==> src/rtl/aes128_round_seq.sv <==
// Iterative AES-128 encryption sequencer driving an external combinational round datapath.
// Optional abort input enabled by defining AES_SEQ_ABORT_EN.
module aes128_round_seq #(
   parameter int NR = 10,
   parameter int RW = 4
) (
   input  logic         clk,
   input  logic         rst,
   input  logic         in_valid,
   output logic         in_ready,
   input  logic [0:127] in_data,
   input  logic [0:127] in_key,
   output logic         out_valid,
   input  logic         out_ready,
   output logic [0:127] out_data,
   output logic [0:127] rd_state,
   output logic [0:127] rd_key,
   output logic [31:0]  rd_rcon,
   output logic         rd_final,
   input  logic [0:127] rd_state_nxt,
   input  logic [0:127] rd_key_nxt,
`ifdef AES_SEQ_ABORT_EN
   input  logic         abort,
`endif
   output logic         busy,
   output logic [1:0]   dbg_state
);

   // Handshakes: a transfer happens on a rising edge where valid and ready are both high;
   // valid never waits on ready, and data is held stable while valid is high without ready.

   typedef enum logic [1:0] {
      IDLE  = 2'd0,
      ROUND = 2'd1,
      DONE  = 2'd2
   } fsm_t;

   fsm_t          fsm;
   logic [0:127]  state_reg;
   logic [0:127]  key_reg;
   logic [RW-1:0] round;
   logic [7:0]    rcon;
   logic          abort_req;

`ifdef AES_SEQ_ABORT_EN
   assign abort_req = abort;
`else
   assign abort_req = 1'b0;
`endif

   // Rcon advances by doubling in GF(2^8) each round.
   function automatic logic [7:0] xtime(input logic [7:0] x);
      return {x[6:0], 1'b0} ^ (x[7] ? 8'h1b : 8'h00);
   endfunction

   always_ff @(posedge clk or posedge rst) begin
      if (rst) begin
         fsm       <= IDLE;
         state_reg <= '0;
         key_reg   <= '0;
         out_data  <= '0;
         round     <= '0;
         rcon      <= '0;
         in_ready  <= 1'b1;
         out_valid <= 1'b0;
         busy      <= 1'b0;
      end else if (abort_req && fsm != IDLE) begin
         fsm       <= IDLE;
         round     <= '0;
         in_ready  <= 1'b1;
         out_valid <= 1'b0;
         busy      <= 1'b0;
      end else begin
         case (fsm)
            IDLE: begin
               if (in_valid && in_ready) begin
                  state_reg <= in_data ^ in_key;
                  key_reg   <= in_key;
                  round     <= RW'(1);
                  rcon      <= 8'h01;
                  in_ready  <= 1'b0;
                  busy      <= 1'b1;
                  fsm       <= ROUND;
               end
            end
            ROUND: begin
               state_reg <= rd_state_nxt;
               key_reg   <= rd_key_nxt;
               rcon      <= xtime(rcon);
               if (round == RW'(NR)) begin
                  out_data  <= rd_state_nxt;
                  out_valid <= 1'b1;
                  busy      <= 1'b0;
                  fsm       <= DONE;
               end else begin
                  round <= round + RW'(1);
               end
            end
            DONE: begin
               // in_ready stays low here so a new block waits for the next IDLE cycle.
               if (out_ready) begin
                  out_valid <= 1'b0;
                  in_ready  <= 1'b1;
                  fsm       <= IDLE;
               end
            end
            default: begin
               fsm       <= IDLE;
               in_ready  <= 1'b1;
               out_valid <= 1'b0;
               busy      <= 1'b0;
            end
         endcase
      end
   end

   assign rd_state  = state_reg;
   assign rd_key    = key_reg;
   assign rd_rcon   = (fsm == ROUND) ? {rcon, 24'h000000} : 32'h0;
   assign rd_final  = (fsm == ROUND) && (round == RW'(NR));
   assign dbg_state = fsm;

endmodule
==> config.mk <==
export PLATFORM = sky130hd
export DESIGN_NAME = aes128_round_seq
export DESIGN_NICKNAME = d
export VERILOG_FILES = /design/src/rtl/aes128_round_seq.sv
export SDC_FILE = /design/constraint.sdc
export NUM_CORES = 1
export LEC_CHECK = 0
export ABC_CLOCK_PERIOD_IN_PS = 12600
export BUFFER_PORTS_ARGS = -buffer_cell sky130_fd_sc_hd__buf_2
export CELL_PAD_IN_SITES_DETAIL_PLACEMENT = 0
export CELL_PAD_IN_SITES_GLOBAL_PLACEMENT = 1
export CORE_AREA = 3 3 365 367
export CTS_BUF_LIST = sky130_fd_sc_hd__clkbuf_4
export CTS_CLUSTER_DIAMETER = 200
export DETAILED_ROUTE_END_ITERATION = 12
export DIE_AREA = 0 0 368 370
export GPL_TIMING_DRIVEN = 0
export PLACE_DENSITY = 0.51
export SYNTH_ARGS = -nofsm -noshare
export SYNTH_HDL_FRONTEND = slang
export SYNTH_SLANG_ARGS = --single-unit
==> constraint.sdc <==
create_clock -name clk -period 12.6 [get_ports clk]
set_input_delay 0.63 -clock clk [delete_from_list [all_inputs] [get_ports clk]]
set_output_delay 0.63 -clock clk [all_outputs]
set_load 0.01 [all_outputs]
# == Word level (Yosys, flattened, before mapping) ==
# Index checks and enable logic that the tools add are counted.
# op_classes
n_addsub,1
n_bitwise,5
muxes,24
n_eq_ne,7
reduce_logical,11
# op_table
operator,count
case mux 128 bit (2 select lines),2
2-to-1 mux 128 bit,2
XOR 128 bit,1
2-to-1 mux 32 bit,1
case mux 8 bit (2 select lines),1
AND reduction 3 bit,5
case mux 1 bit (3 select lines),3
2-to-1 mux 4 bit,2
2-to-1 mux 8 bit,1
"!= test 2 bit, second input constant",4
case mux 4 bit (2 select lines),1
XOR 8 x 5 -> 8 bit,1
2-to-1 mux 1 bit,6
2-to-1 mux 2 bit,3
case mux 2 bit (3 select lines),1
2-to-1 mux 5 bit,1
"adder 4 x 1 -> 4 bit, second input constant",1
"== test 4 bit, second input constant",1
AND reduction 2 bit,2
NOT 1 bit,3
"== test 2 x 1 -> 1 bit, second input constant",1
"== test 2 bit, second input constant",1
logical AND 1 bit,2
zero test 2 bit,1
nonzero test 2 bit,1
# word_totals
out_inout_bits,422
input_bits,516
elab_cells,57
ff_bits,401

# == Depth between registers and ports, before layout ==
# Gate-level depths: netlist of the first run.
# logic_depth
depth_word,3
mapped_depth,7
depth_no_buf,5

# == Worst setup path after synthesis of the first run ==
# Ideal clock, no wire load.
# synth_path
kind,reg2out
start,register fsm[1] (netlist: dbg_state[1])
end,output port rd_rcon[24]
required_time_ps,11970
path_slack_ps,10600
arrival_time_ps,1370
n_path_buf,4
stages_incl_launch_ff,7
cell_sequence,dfrtp_1 -> buf_2 -> nor2b_1 -> buf_2 -> buf_2 -> buf_2 -> and2_1
# synth_via
elab_chain_cells,2
# synth_rtl
element,line,rtl
start: declaration,38,fsm_t fsm;
start signal: assignment,58,fsm <= IDLE;
start signal: assignment,68,fsm <= IDLE;
start signal: assignment,83,fsm <= ROUND;
== test 2 x 1 -> 1 bit,119,"assign rd_rcon = (fsm == ROUND) ? {rcon, 24'h000000} : 32'h0;"
2-to-1 mux 32 bit,119,
end: declaration,18,"output logic [31:0] rd_rcon,"
# No other way between the ends.

# == Final worst setup path of the first run ==
# Ends and elaborated chain as after synthesis.

==> results of run 1 <==
## stage by stage
stage	hold slack, ps	instance area, sq um	setup slack [ps]
detailed placement	458	25000	9210
global route	9.22	31700	7950
floorplan	441	18100	819
CTS	2.59	31700	8010
finish	191	31800	8480
global placement	451	24800	-6120
## layout by cell type, fill, tap and decap left out, types with 2 or more instances in the layout
cell type      netlist  routed
buf_2               35     948
dlygate4sd3_1        0     500
dfrtp_1            400     400
o21ai_0            253     253
clkbuf_4             0     186
nor2_1             132     132
mux2i_1            130     130
a221o_1            129     129
xnor2_1            128     128
mux2_2             128     128
clkbuf_1            59      57
buf_4               33      33
conb_1               1      24
clkinv_1             0      18
diode_2              0      15
buf_1               12      12
and2_1              10      10
clkinv_2             0       8
a21oi_1              6       6
buf_16               0       6
a21o_1               5       5
bufinv_16            0       5
clkinvlp_4           0       4
inv_1                4       3
xor2_1               3       3
a22o_1               3       3
o21ai_1              3       3
inv_2                0       3
o22a_1               2       2
nand2_1              2       2
clkbuf_2             0       2
ha_1                 2       2
## critical path, stage by stage (launching register included)
cell and delay (ps):
dfrtp_1 370, buf_2 230, nor2b_1 160, buf_2 520, buf_2 530, buf_2 360
and2_1 160, buf_2 150
## layout make-up
type	count	area (sq um)	area share (%)
Sequential cell	401	10000	31.6
Inverter	4	22.5	0.0709
Clock buffer	186	1400	4.40
Multi-Input combinational cell	970	7330	23.1
Tap cell	1742	2180	6.86
Antenna cell	15	37.5	0.118
Clock inverter	39	308	0.969
Buffer	140	703	2.21
Timing Repair Buffer	1419	9740	30.7
## routing by layer
layer  vias to the layer above  track usage [%]  wire, um
met5                         -                0        42
met4                         6             4.58      2810
met3                       174             5.77     10000
met2                       920             29.2     58800
met1                      9606             19.6     46700
li1                       8609                -         -
## kinds of logic (layout without fill, tap and decap cells)
kind of cell    Yosys count  in the layout  share of synthesized area [%]
simple gates            152            152                           3.48
fa+ha+maj                 2              2                          0.139
buf+inv                 144           1788                           3.98
mux                     258            258                           15.2
compound gates          403            403                           15.0
other cells               1             39                         0.0208
xor+xnor                131            131                           6.37
flops                   401            401                           55.8
## Yosys cell counts, drive strengths merged
master,instances,share of area (%)
dfrtp,400,56
o21ai,256,7.1
nor2,132,2.8
mux2i,130,7.2
a221o,129,7.2
mux2,128,8.0
xnor2,128,6.2
buf,81,2.7
clkbuf,59,1.2
and2,10,0.35
a21oi,6,0.17
a21o,5,0.21
inv,4,0.083
a22o,3,0.15
xor2,3,0.15
ha,2,0.14
nand2,2,0.042
o22a,2,0.097
a211o,1,0.049
a32o,1,0.056
and4bb,1,0.070
conb,1,0.021
dfstp,1,0.15
nand2b,1,0.035
nand3,1,0.028
nand3b,1,0.042
nand4bb,1,0.063
nor2b,1,0.035
nor3,1,0.028
or2,1,0.035
## sequential cells by signal, summed over array words and instances (netlist names)
name / cells
out_valid: 1
out_data: 128
in_ready: 1
rd_state: 128
rcon: 8
rd_key: 128
dbg_state: 2
round: 4
busy: 1
## repair_timing
action	4_1_cts	5_1_grt
resized for setup	0	0
hold buffers	500	0
endpoints found under the setup margin	0	0
endpoints found under the hold margin	511	0
## power by group through the flow
stage / Combinational (mW) / Sequential, mW / Clock (mW)
5_1_grt: 0.389 / 1.29 / 1.60
3_3_place_gp: 0.249 / 1.31 / 0
3_5_place_dp: 0.254 / 1.31 / 0
4_1_cts: 0.366 / 1.29 / 1.53
2_1_floorplan: 0.0760 / 1.31 / 0
6_report: 0.362 / 1.29 / 1.46
## path summary, 6_finish.rpt
kind / from / end / slack, ps
worst max-delay path: dbg_state[1] / rd_rcon[24] / 8480
min in group asynchronous: rst / rd_state[34] / 230
worst min-delay path: in_data[86] / rd_state[86] / 190
worst max register to register: dbg_state[1] / rd_state[108] / 9250
max in group asynchronous: rst / out_data[77] / 11070
worst min register to register: rcon[5] / rcon[5] / 470
==> flow_summary.json, run 1 <==
{
  "wl_per_cell_um": 24.1,
  "seq_area_frac_synth_pct": 55.8,
  "hold_depth": 4,
  "power_mw": 3.11,
  "fp.dieW_um": 368,
  "ys_ff_latch": 401,
  "intPower_mw": 2.26,
  "grt_first_pass_wirelength_mm": 161,
  "drt_iter0_drc": 1068,
  "core_area_sq_mm": 0.130,
  "antenna_found_initial": 26,
  "drive_above_1_share_pct": 42.0,
  "finalSetupTns_ps": 0,
  "layout.cells.non_filler": 4916,
  "place_congestion": 0.838,
  "die_area_sq_mm": 0.136,
  "grt_pass1_vias": 20900,
  "dp_hpwl_mm": 94.0,
  "grt_max_degree": 113,
  "max_freq_mhz": 243,
  "fin_util_pct": 24.5,
  "n_fill_cell": 14300,
  "die_h_um": 370,
  "hold_class": "in2reg",
  "relSlewSlack_pct": 14.6,
  "vdd_drop_max_mv": 0.0649,
  "cts_setup_buffers": 0,
  "hold_viol": 0,
  "ctsRootBufferMaster": "clkbuf_4",
  "power_switching_uw": 847,
  "path_max_fanout": 10,
  "clk_latency_ps": 1000,
  "synthCells": 1492,
  "worstMarginPinSlew_ps": 1280,
  "p_leak_nw": 16.1,
  "wl_mm": 118,
  "port_buffers": 913,
  "clk_pin_slew_ps": 60,
  "cts_tree": "built",
  "pwr-share-clk_pct": 46.9,
  "setup_viol": 0,
  "grt.total_usage_pct": 16.8,
  "initial_core_util_pct": 13.9,
  "powerDensity_mw_per_mm2": 97.9,
  "dp_cells": 4176,
  "endpoint_kind": "output port",
  "skew_ps": 56.2,
  "worstPathArrival_ps": 3490,
  "clock-sinks": 401,
  "maxSlewViolCount": 0,
  "fin_crit_ps": 4120,
  "clockBufferDepth": 3,
  "drv_cap": 0,
  "avgSynthCellArea_sq_um": 12.1,
  "dr.pass1.iters": 5,
  "syn_area_sq_mm": 0.0180,
  "cp-start-kind": "register",
  "cts_made_buffers": 132,
  "grt_setup_unrepaired": "no",
  "synth.distinct_cells": 34,
  "required_ps": 11970,
  "seqPwrFrac_pct": 41.4,
  "worstSetupPathType": "reg2out",
  "p_comb_share_pct": 11.6,
  "via_per_inst": 3.93,
  "finalNetCount": 3586,
  "grt_overflow_total": 0,
  "io_pins": 938,
  "fin_crit_sh_pct": 32.7,
  "ant_nets": 0,
  "h-tree-depth": 4,
  "sw_frac_of_total_pct": 27.3,
  "reg2reg_depth": 7,
  "via_count": 19300,
  "area_delta_synth_final_pct": 76.4,
  "ys_warn_count": 0,
  "drc": 0,
  "rows": 132,
  "outcome": "complete, no violations"
}
No activity file was read; power rests on OpenSTA's default activity.
==> run 2: changes to the inputs <==
Settings changed: ABC_CLOCK_PERIOD_IN_PS 12600 to 3800, PLACE_DENSITY 0.51 to 0.49.
Clock period 12.6 ns to 3.8 ns, I/O delays scaled along.
==> run 2 against run 1 <==
Against the previous run:
- the flow now stops in clock tree synthesis
- synthesized cell count did not move
- area after synthesis stayed put
==> flow_summary.json, run 2 <==
{
  "clock-sinks": 401,
  "synthCells": 1492,
  "synth_area_leader_cell": "dfrtp_1",
  "initial_core_util_pct": 13.9,
  "synth_area_leaders": "dfrtp_1 (56%), mux2_2 (8.0%), mux2i_1 (7.2%)",
  "seq_area_frac_synth_pct": 55.8,
  "fp.dieW_um": 368,
  "dp_hpwl_mm": 99.1,
  "ys_ff_latch": 401,
  "cts_made_buffers": 121,
  "cts_resized": 3,
  "synth_common_cells": "dfrtp_1 (400), o21ai_0 (253), nor2_1 (132)",
  "error": "[ERROR RSZ-0060] Max buffer count reached.",
  "synth_ff_type": "dfrtp_1",
  "lastStage": "clock tree synthesis",
  "rows": 132,
  "cts_setup_buffers": 0,
  "h-tree-depth": 3,
  "clockBufferDepth": 3,
  "syn_area_sq_mm": 0.0180,
  "place_ws_ps": 583,
  "place_congestion": 0.911,
  "avgSynthCellArea_sq_um": 12.1,
  "ctsRootBufferMaster": "clkbuf_4",
  "cts_hold_buf": 883,
  "synth.most_common_cell": "dfrtp_1",
  "ys_warn_count": 0,
  "io_pins": 938,
  "synth_edf_count": 0,
  "synth.distinct_cells": 34,
  "yosysTopAreaCellShare_pct": 55.6,
  "port_buffers": 913,
  "die_h_um": 370,
  "dp_cells": 4184,
  "outcome": "did not finish",
  "synth_async_sr_flop_share_pct": 100
}
## run 2: cell counts after synthesis
Identical to the previous run, type by type.
## run 2: through the flow
stage	instance area [sq um]	TNS, ps	hold slack (ps)
floorplan	18100	-715880	336
global placement	24800	-2154350	437
detailed placement	25100	0	257
## run 2: kinds of logic after synthesis
family	count (synthesis)	share of synthesized area, %
buf+inv	144	3.98
flops	401	55.8
compound gates	403	15.0
fa+ha+maj	2	0.139
xor+xnor	131	6.37
other cells	1	0.0208
simple gates	152	3.48
mux	258	15.2
==> run 3: changes to the inputs <==
Settings changed: CELL_PAD_IN_SITES_DETAIL_PLACEMENT 0 to not set, CELL_PAD_IN_SITES_GLOBAL_PLACEMENT 1 to not set, CORE_AREA 3 3 365 367 to 3 3 363 365, CTS_BUF_LIST sky130_fd_sc_hd__clkbuf_4 to not set, CTS_CLUSTER_DIAMETER 200 to not set, DIE_AREA 0 0 368 370 to 0 0 366 368, PLACE_DENSITY 0.49 to not set, PLACE_DENSITY_LB_ADDON set to 0.15.
==> run 3 against run 2 <==
Against the previous run:
- the flow now finishes without violations
==> flow_summary.json, run 3 (synthesis results as in run 1) <==
{
  "powerDensity_mw_per_mm2": 338,
  "clock-sinks": 401,
  "path_max_fanout": 10,
  "drv_cap": 0,
  "r2r_start": "dbg_state[1]",
  "ctsRootBufferMaster": "clkbuf_16",
  "vdd_drop_max_mv": 0.303,
  "worstMarginPinSlew_ps": 1160,
  "fp.dieW_um": 366,
  "setup_viol": 0,
  "worstPathArrival_ps": 3890,
  "n_fill_cell": 14200,
  "max_freq_mhz": 295,
  "reg2reg_depth": 7,
  "cp_slowest_stage_delay_ps": 570,
  "rows": 132,
  "fin_crit_sh_pct": 89.1,
  "required_ps": 4300,
  "dp_hpwl_mm": 88.0,
  "layout.cells.non_filler": 4771,
  "grt_setup_unrepaired": "no",
  "slowest_stage": "clkbuf_4",
  "endpoint_kind": "register",
  "dr.pass1.iters": 5,
  "port_buffers": 913,
  "hold_class": "in2reg",
  "finalNetCount": 3490,
  "relSlewSlack_pct": 22.6,
  "cts_tree": "built",
  "clockBufferDepth": 3,
  "clk_latency_ps": 630,
  "outcome": "complete, no violations",
  "core_area_sq_mm": 0.129,
  "grt_first_pass_wirelength_mm": 154,
  "area_delta_synth_final_pct": 76.0,
  "drt_iter0_drc": 793,
  "h-tree-depth": 2,
  "endpoint": "rd_state[29]",
  "grt.total_usage_pct": 15.9,
  "cts_setup_buffers": 0,
  "ant_nets": 0,
  "clk_pin_slew_ps": 60,
  "p_leak_nw": 15.8,
  "cp-start-kind": "register",
  "wl_mm": 111,
  "fin_crit_ps": 3390,
  "layout_common_cells": "buf_2 (947), dlygate4sd3_1 (475), dfrtp_1 (400)",
  "maxSlewViolCount": 0,
  "dp_cells": 4182,
  "grt_pass1_vias": 20100,
  "r2r_setup_slack_ps": 410,
  "hold_viol": 0,
  "via_per_inst": 3.83,
  "worstSetupPathType": "reg2reg",
  "antenna_found_initial": 26,
  "grt_overflow_total": 0,
  "drive_above_1_share_pct": 40.3,
  "power_mw": 10.7,
  "skew_ps": 28.5,
  "critPathLaunch": "dbg_state[1]",
  "die_h_um": 368,
  "rr_endpoint": "rd_state[29]",
  "grt_max_degree": 36,
  "io_pins": 938,
  "crit_chain": "buf_2 -> nand4bb_1 -> clkbuf_4 -> clkbuf_1 -> nor2_1 -> a221o_1 -> dlygate4sd3_1",
  "cts_made_buffers": 55,
  "drc": 0,
  "via_count": 18300,
  "initial_core_util_pct": 13.9,
  "wl_per_cell_um": 23.2,
  "die_area_sq_mm": 0.135,
  "final_common_cell": "buf_2",
  "place_congestion": 0.871
}
run 3: area by class of cell:
class                   instances  area, sq um  area share, %
well taps                    1742         2180           6.88
plain buffers                 140          706           2.23
flip-flops and latches        401        10000           31.7
inverters                       4         18.8         0.0593
repair buffers               1400         9560           30.2
diodes                         14         35.0          0.111
clock inverters                17          156          0.494
clock buffers                  83         1640           5.18
multi-input cells             970         7330           23.2
run 3: stage by stage:
step	TNS (ps)	utilization [%]	instance area [sq um]	setup slack, ps	hold WS [ps]
3_3_place_gp	-2199710	19.2	24800	-5600	441
4_1_cts	0	24.5	31600	15.5	1.80
2_1_floorplan	-715880	-	18100	-1790	336
5_1_grt	0	24.5	31600	107	39.4
3_5_place_dp	0	19.4	25100	407	401
6_report	0	24.5	31700	415	35.3
run 3: per-layer routing:
| metal | vias to the layer above | share of wire (%) | wire length (um) | global-route usage (%) |
|---|---|---|---|---|
| li1 | 8351 | - | - | - |
| met1 | 8970 | 39 | 42700 | 18.2 |
| met2 | 804 | 50 | 55500 | 28.4 |
| met3 | 159 | 7.8 | 8670 | 4.87 |
| met4 | 8 | 3.4 | 3810 | 5.00 |
| met5 | - | 0.049 | 54 | 0 |
run 3: repair_timing:
action                                  in CTS  in global routing
hold buffers                               475                  0
endpoints found under the hold margin      415                  0
endpoints found under the setup margin       0                  6
gates resized for setup                      0                  1
run 3: power by group:
part           internal [mW]  switching, mW
Combinational          0.663          0.520
Sequential              4.27              0
Clock                   3.10           2.17
run 3: critical path: cells and delay by family (launching register included):
family	cells	cell delay, ps
AND/OR/NAND/NOR	2	660
buffers and inverters	4	1980
flip-flops	1	330
AO/OA/AOI/OAI	1	280
run 3: worst min-delay path by stage:
stage                          start       endpoint  cells past startpoint
finish                  in_data[112]  rd_state[112]                      4
global route              in_key[85]   rd_state[85]                      4
CTS                       in_key[85]   rd_state[85]                      4
detailed placement               rst   out_data[44]                      2
global placement    rd_state_nxt[54]   rd_state[54]                      2
floorplan            rd_state_nxt[0]    rd_state[0]                      1
